### src/rtl/display_scan.sv
// display_scan: 4-digit multiplexed 7-segment driver for an mm.ss stopwatch.
// Scans one digit per REFRESH_DIV cycles. In adjust mode the selected field
// blinks with a half-period of BLINK_DIV cycles. Every output is registered.
module display_scan #(
    parameter int REFRESH_DIV = 100000,
    parameter int BLINK_DIV   = 25000000
) (
    input  logic       clk,
    input  logic       reset,
    input  logic [3:0] min1,
    input  logic [3:0] min0,
    input  logic [3:0] sec1,
    input  logic [3:0] sec0,
    input  logic       adjust,
    input  logic       select,
    output logic [6:0] seg,
    output logic [3:0] an,
    output logic       dp
);

    localparam int RW = (REFRESH_DIV > 1) ? $clog2(REFRESH_DIV) : 1;
    localparam int BW = (BLINK_DIV > 1) ? $clog2(BLINK_DIV) : 1;

    logic [RW-1:0] refresh_cnt;
    logic [1:0]    index;
    logic [BW-1:0] blink_cnt;
    logic          phase;

    logic          refresh_wrap;
    logic          blink_wrap;
    logic [3:0]    digit;
    logic          blank;

    // BCD to active-low {g,f,e,d,c,b,a}; non-decimal values show nothing
    function automatic logic [6:0] decode(input logic [3:0] d);
        case (d)
            4'd0:    decode = 7'h40;
            4'd1:    decode = 7'h79;
            4'd2:    decode = 7'h24;
            4'd3:    decode = 7'h30;
            4'd4:    decode = 7'h19;
            4'd5:    decode = 7'h12;
            4'd6:    decode = 7'h02;
            4'd7:    decode = 7'h78;
            4'd8:    decode = 7'h00;
            4'd9:    decode = 7'h10;
            default: decode = 7'h7F;
        endcase
    endfunction

    assign refresh_wrap = (refresh_cnt == RW'(REFRESH_DIV - 1));
    assign blink_wrap   = (blink_cnt == BW'(BLINK_DIV - 1));

    // Digit mux and blanking decision from the current scan position
    always_comb begin
        digit = sec0;
        case (index)
            2'd0: digit = sec0;
            2'd1: digit = sec1;
            2'd2: digit = min0;
            2'd3: digit = min1;
            default: digit = sec0;
        endcase
        // select=0 blinks minutes (indices 2,3), select=1 blinks seconds (0,1)
        blank = adjust && phase && (select ? ~index[1] : index[1]);
    end

    // Refresh counter and scan index; independent of adjust/select
    always_ff @(posedge clk or posedge reset) begin
        if (reset) begin
            refresh_cnt <= '0;
            index       <= 2'd0;
        end else if (refresh_wrap) begin
            refresh_cnt <= '0;
            index       <= index + 2'd1;
        end else begin
            refresh_cnt <= refresh_cnt + RW'(1);
        end
    end

    // Blink timer runs only in adjust mode; leaving adjust rearms a visible half-period
    always_ff @(posedge clk or posedge reset) begin
        if (reset) begin
            blink_cnt <= '0;
            phase     <= 1'b0;
        end else if (!adjust) begin
            blink_cnt <= '0;
            phase     <= 1'b0;
        end else if (blink_wrap) begin
            blink_cnt <= '0;
            phase     <= ~phase;
        end else begin
            blink_cnt <= blink_cnt + BW'(1);
        end
    end

    // Registered display outputs; the decimal point marks mm.ss and ignores blanking
    always_ff @(posedge clk or posedge reset) begin
        if (reset) begin
            an  <= 4'b1111;
            seg <= 7'h7F;
            dp  <= 1'b1;
        end else begin
            dp <= (index != 2'd2);
            if (blank) begin
                an  <= 4'b1111;
                seg <= 7'h7F;
            end else begin
                an  <= ~(4'b0001 << index);
                seg <= decode(digit);
            end
        end
    end

endmodule

### config.mk
export PLATFORM = sky130hd
export DESIGN_NAME = display_scan
export DESIGN_NICKNAME = d
export VERILOG_FILES = /design/src/rtl/display_scan.sv
export SDC_FILE = /design/constraint.sdc
export NUM_CORES = 1
export LEC_CHECK = 0
export BUFFER_PORTS_ARGS = -buffer_cell sky130_fd_sc_hd__buf_4
export CORE_MARGIN = 4
export CORE_UTILIZATION = 53
export DETAILED_ROUTE_END_ITERATION = 16
export PLACE_DENSITY = 0.83
export SETUP_SLACK_MARGIN = 0.1
export SLEW_MARGIN = 10
export SYNTH_ARGS = -nofsm -noshare
export SYNTH_HDL_FRONTEND = slang
export SYNTH_SLANG_ARGS = --single-unit
### constraint.sdc
create_clock -name clk -period 2.3 [get_ports clk]
set_clock_uncertainty 0.2 [all_clocks]
set_input_delay 0.345 -clock clk [delete_from_list [all_inputs] [get_ports clk]]
set_output_delay 0.345 -clock clk [all_outputs]
set_load 0.02 [all_outputs]
==> run_results.csv <==
group,metric,value,unit
outcome,status,"completed",
clock_tree,clk_latency,340,ps
sta,max-slew-margin-rel,59.5,%
worst_setup_path,slowest_delay,580,ps
min_path,holdCritPathClass,"input port to flip-flop",
floorplan,floorplan.initialDensity,56.2,%
placement,hpwl,4190,um
final_layout,areaGrowthSynthToFinish,25.0,%
power_and_ir_drop,combinationalPowerShare,7.6,%
worst_setup_path,cp_top_family,"simple AND/OR/NAND/NOR gates",
synthesis,syn-cell-area,0.00294,mm^2
power_and_ir_drop,p_leak,0.00150,uW
detailed_routing,totalWireLength,6210,um
synthesis,async_flop_share,100,%
final_layout,fin_util,70.2,%
worst_setup_path,r2r_cells,6,
sta,setup_viol,0,
grt,grt_pass1_wl,10100,um
floorplan,fp.dieW,82.5,um
worst_setup_path,cpMaxStageDelayCell,"or4b_4",
sta,fmax,436,MHz
worst_setup_path,critPathArrivalTime,2380,ps
floorplan,rows,26,
detailed_routing,dr.first_iter.drc_count,213,
flow_run,cap_violations,0,
synthesis,ys_types,47,
synthesis,synth-seq-cells,57,
final_layout,finalInstanceArea,0.00368,mm^2
grt,grt_max_degree,35,
worst_setup_path,worstSetupEndpointType,"flip-flop",
grt,grt_overflow,0,
power_and_ir_drop,netSwitchingFraction,22.7,%
clock_tree,cts_buffer_depth,2,
clock_tree,cts_htree_levels,3,
placement,place_congestion,0.805,
clock_tree,clkTransAtPathRegs,60,ps
placement,dp_cells,389,
detailed_routing,routed-via-count,2351,
synthesis,ys.flop_type,"dfrtp_1",
grt,grt.total_usage,19.6,%
sta,slew_viol_final,0,
final_layout,final_cells,415,
power_and_ir_drop,power_per_cell_area,564,mW/mm^2
clock_tree,numClockSinks,57,
sta,setup_slack,5.96,ps
worst_setup_path,startpoint_type,"flip-flop",
grt,antenna_found_initial,0,
grt,grt_pass1_vias,2262,
synthesis,seq_area_frac_synth,49.0,%
worst_setup_path,crit_required,2380,ps
power_and_ir_drop,switchingPower,470,uW
final_layout,fillers,372,
min_path,min-delay-start,"adjust",
synthesis,synth_edf_count,0,
synthesis,yosysWarningCount,0,
worst_setup_path,ff2ff_setup_slack,6,ps
final_layout,drive_gt1_share,33.6,%
placement,pre_cts_slack,7.37,ps
floorplan,coreArea,0.00524,mm^2
synthesis,syn_area_per_cell,10.2,um^2
detailed_routing,ant_nets,0,
sta,hold_slack,112,ps
worst_setup_path,regToRegStartpoint,"index[0]$_DFFE_PP0N_",
worst_setup_path,critical_path_class,"flip-flop to flip-flop",
worst_setup_path,crit_buf_inv,1,
synthesis,syn_inst,288,
min_path,hold_path_depth,2,
worst_setup_path,cp_cell_sequence,"buf_6 -> ha_4 -> a222oi_1 -> mux2i_4 -> or4b_4 -> nand3_2",
floorplan,fp.dieArea,0.00681,mm^2
clock_tree,cts_root_buf,"clkbuf_8",
floorplan,pin_count,32,
detailed_routing,remaining_drc_errors,0,
clock_tree,cts_tree,"yes",
detailed_routing,wire_per_inst,15.0,um
final_layout,antenna_cells,0,
detailed_routing,viasPerCell,5.67,
worst_setup_path,crit_fanout,5,
floorplan,die_h,82.5,um
sta,fin_crit,2290,ps
worst_setup_path,worstReg2RegEnd,"seg[3]$_DFF_PP1_",
min_path,hold_end,"phase$_DFFE_PP0P_",
final_layout,fin_nets,370,
power_and_ir_drop,p_seq_share,50.0,%
clock_tree,numCtsBuffers,9,
sta,post-route-period-util,99.7,%
synthesis,syn-num-nets,318,
power_and_ir_drop,p_int,1600,uW
power_and_ir_drop,peakVddDrop,389,uV
sta,worst_pin_slew,603,ps
sta,finalHoldViolCount,0,
placement,placed_area,0.00331,mm^2
placement,numPortBuffers,31,
sta,rsz0062_at_grt,"yes",
power_and_ir_drop,clkPwrFrac,42.4,%
detailed_routing,drtPass1Iterations,4,
-- sequential cells by signal (all words and copies together), names as in the netlist --
signal / cells
an: 4
blink_cnt: 25
dp: 1
index: 2
phase: 1
refresh_cnt: 17
seg: 7
-- kinds of logic after synthesis --
| family | Yosys count | share of synthesized area, % |
|---|---|---|
| xor+xnor | 26 | 7.74 |
| fa+ha+maj | 10 | 4.25 |
| buf+inv | 26 | 4.29 |
| simple gates | 114 | 21.9 |
| mux | 5 | 1.74 |
| compound gates | 50 | 11.1 |
| flops | 57 | 49.0 |
-- per-layer routing --
layer,GRT usage (%),vias to the layer above,share of wire (%)
met3,6.51,18,5.6
met5,0,-,0
li1,-,1145,-
met2,32.9,53,51
met4,8.33,0,2.1
met1,22.9,1135,41
-- worst max path at each step --
stage          cells after the start          endpoint            startpoint
2_1_floorplan                      6  seg[0]$_DFF_PP1_  index[0]$_DFFE_PP0N_
3_3_place_gp                       8  seg[2]$_DFF_PP1_  index[0]$_DFFE_PP0N_
3_5_place_dp                       7  seg[6]$_DFF_PP1_  index[0]$_DFFE_PP0N_
4_1_cts                            6  seg[1]$_DFF_PP1_  index[1]$_DFFE_PP0N_
5_1_grt                            6  seg[3]$_DFF_PP1_  index[0]$_DFFE_PP0N_
6_report                           6  seg[3]$_DFF_PP1_  index[0]$_DFFE_PP0N_
-- cells in the final DEF (no fill, tap or decap), drive strengths merged, types with 2 or more instances in the layout --
cell,count
nor4,5
nor3,5
dfstp,12
inv,17
buf,49
nor2,24
o21ai,11
o31ai,11
nand3,14
a21oi,18
or3,5
nand4,11
or4,11
clkinv,2
and4,4
or4b,3
dfrtp,45
xor2,7
a211oi,2
mux2i,4
and3,3
nand2,21
ha,10
xnor2,19
clkbuf,14
a222oi,4
-- synthesized netlist by cell type (2+ instances only) --
| library cell | number | area [um^2] |
|---|---|---|
| o21ai_0 | 11 | 55.1 |
| a21oi_1 | 17 | 85.1 |
| or4_4 | 2 | 22.5 |
| or3_1 | 5 | 31.3 |
| clkbuf_1 | 5 | 18.8 |
| clkbuf_8 | 2 | 27.5 |
| inv_1 | 17 | 63.8 |
| mux2i_1 | 4 | 40.0 |
| dfrtp_1 | 45 | 1130 |
| xor2_1 | 7 | 61.3 |
| nor3_1 | 5 | 25.0 |
| nor2_1 | 24 | 90.1 |
| and3_1 | 2 | 12.5 |
| dfstp_2 | 12 | 315 |
| a211oi_1 | 2 | 15.0 |
| nand4_1 | 11 | 68.8 |
| nand3_1 | 13 | 65.1 |
| o31ai_1 | 10 | 75.1 |
| nor4_1 | 4 | 25.0 |
| or4_1 | 9 | 67.6 |
| ha_1 | 10 | 125 |
| or4b_2 | 3 | 30.0 |
| xnor2_1 | 19 | 166 |
| and4_1 | 3 | 26.3 |
| a222oi_1 | 4 | 40.0 |
| nand2_1 | 21 | 78.8 |
-- power by group through the flow --
| stage | Clock [uW] | Sequential, uW | Combinational, uW |
|---|---|---|---|
| 2_1_floorplan | 0 | 1070 | 61.5 |
| 3_3_place_gp | 0 | 1050 | 140 |
| 3_5_place_dp | 0 | 1050 | 144 |
| 4_1_cts | 906 | 1030 | 149 |
| 5_1_grt | 953 | 1040 | 173 |
| 6_report | 881 | 1040 | 158 |
-- layout make-up --
cell class / instances / area, um^2 / share of cell area, %
well taps: 70 / 87.6 / 2.38
multi-input cells: 205 / 1490 / 40.6
inverters: 17 / 63.8 / 1.73
flip-flops and latches: 57 / 1450 / 39.3
repair buffers: 50 / 395 / 10.7
clock inverters: 2 / 10.0 / 0.272
clock buffers: 14 / 183 / 4.97
-- worst register-to-register path, delay by kind of cell (launching register included) --
kind | cells | cell delay (ps)
AO/OA/AOI/OAI | 1 | 470
AND/OR/NAND/NOR | 2 | 650
adder cells (fa/ha/maj) | 1 | 160
multiplexers | 1 | 180
flip-flops | 1 | 440
buffers and inverters | 1 | 130
-- through the flow --
stage | setup TNS [ps] | power, uW
global route | -177 | 2160
global placement | 0 | 1190
detailed placement | 0 | 1200
floorplan | 0 | 1130
finish | 0 | 2080
CTS | 0 | 2090
-- timing repair --
| item | in CTS | in global routing |
|---|---|---|
| setup endpoints to repair | 10 | 16 |
| setup buffers | 4 | 5 |
| pin swaps | 2 | 7 |
| resized for setup | 7 | 21 |
| endpoints found under the hold margin | 22 | 0 |
| hold buffers | 1 | 0 |
Power figures use the tool's default switching activity.
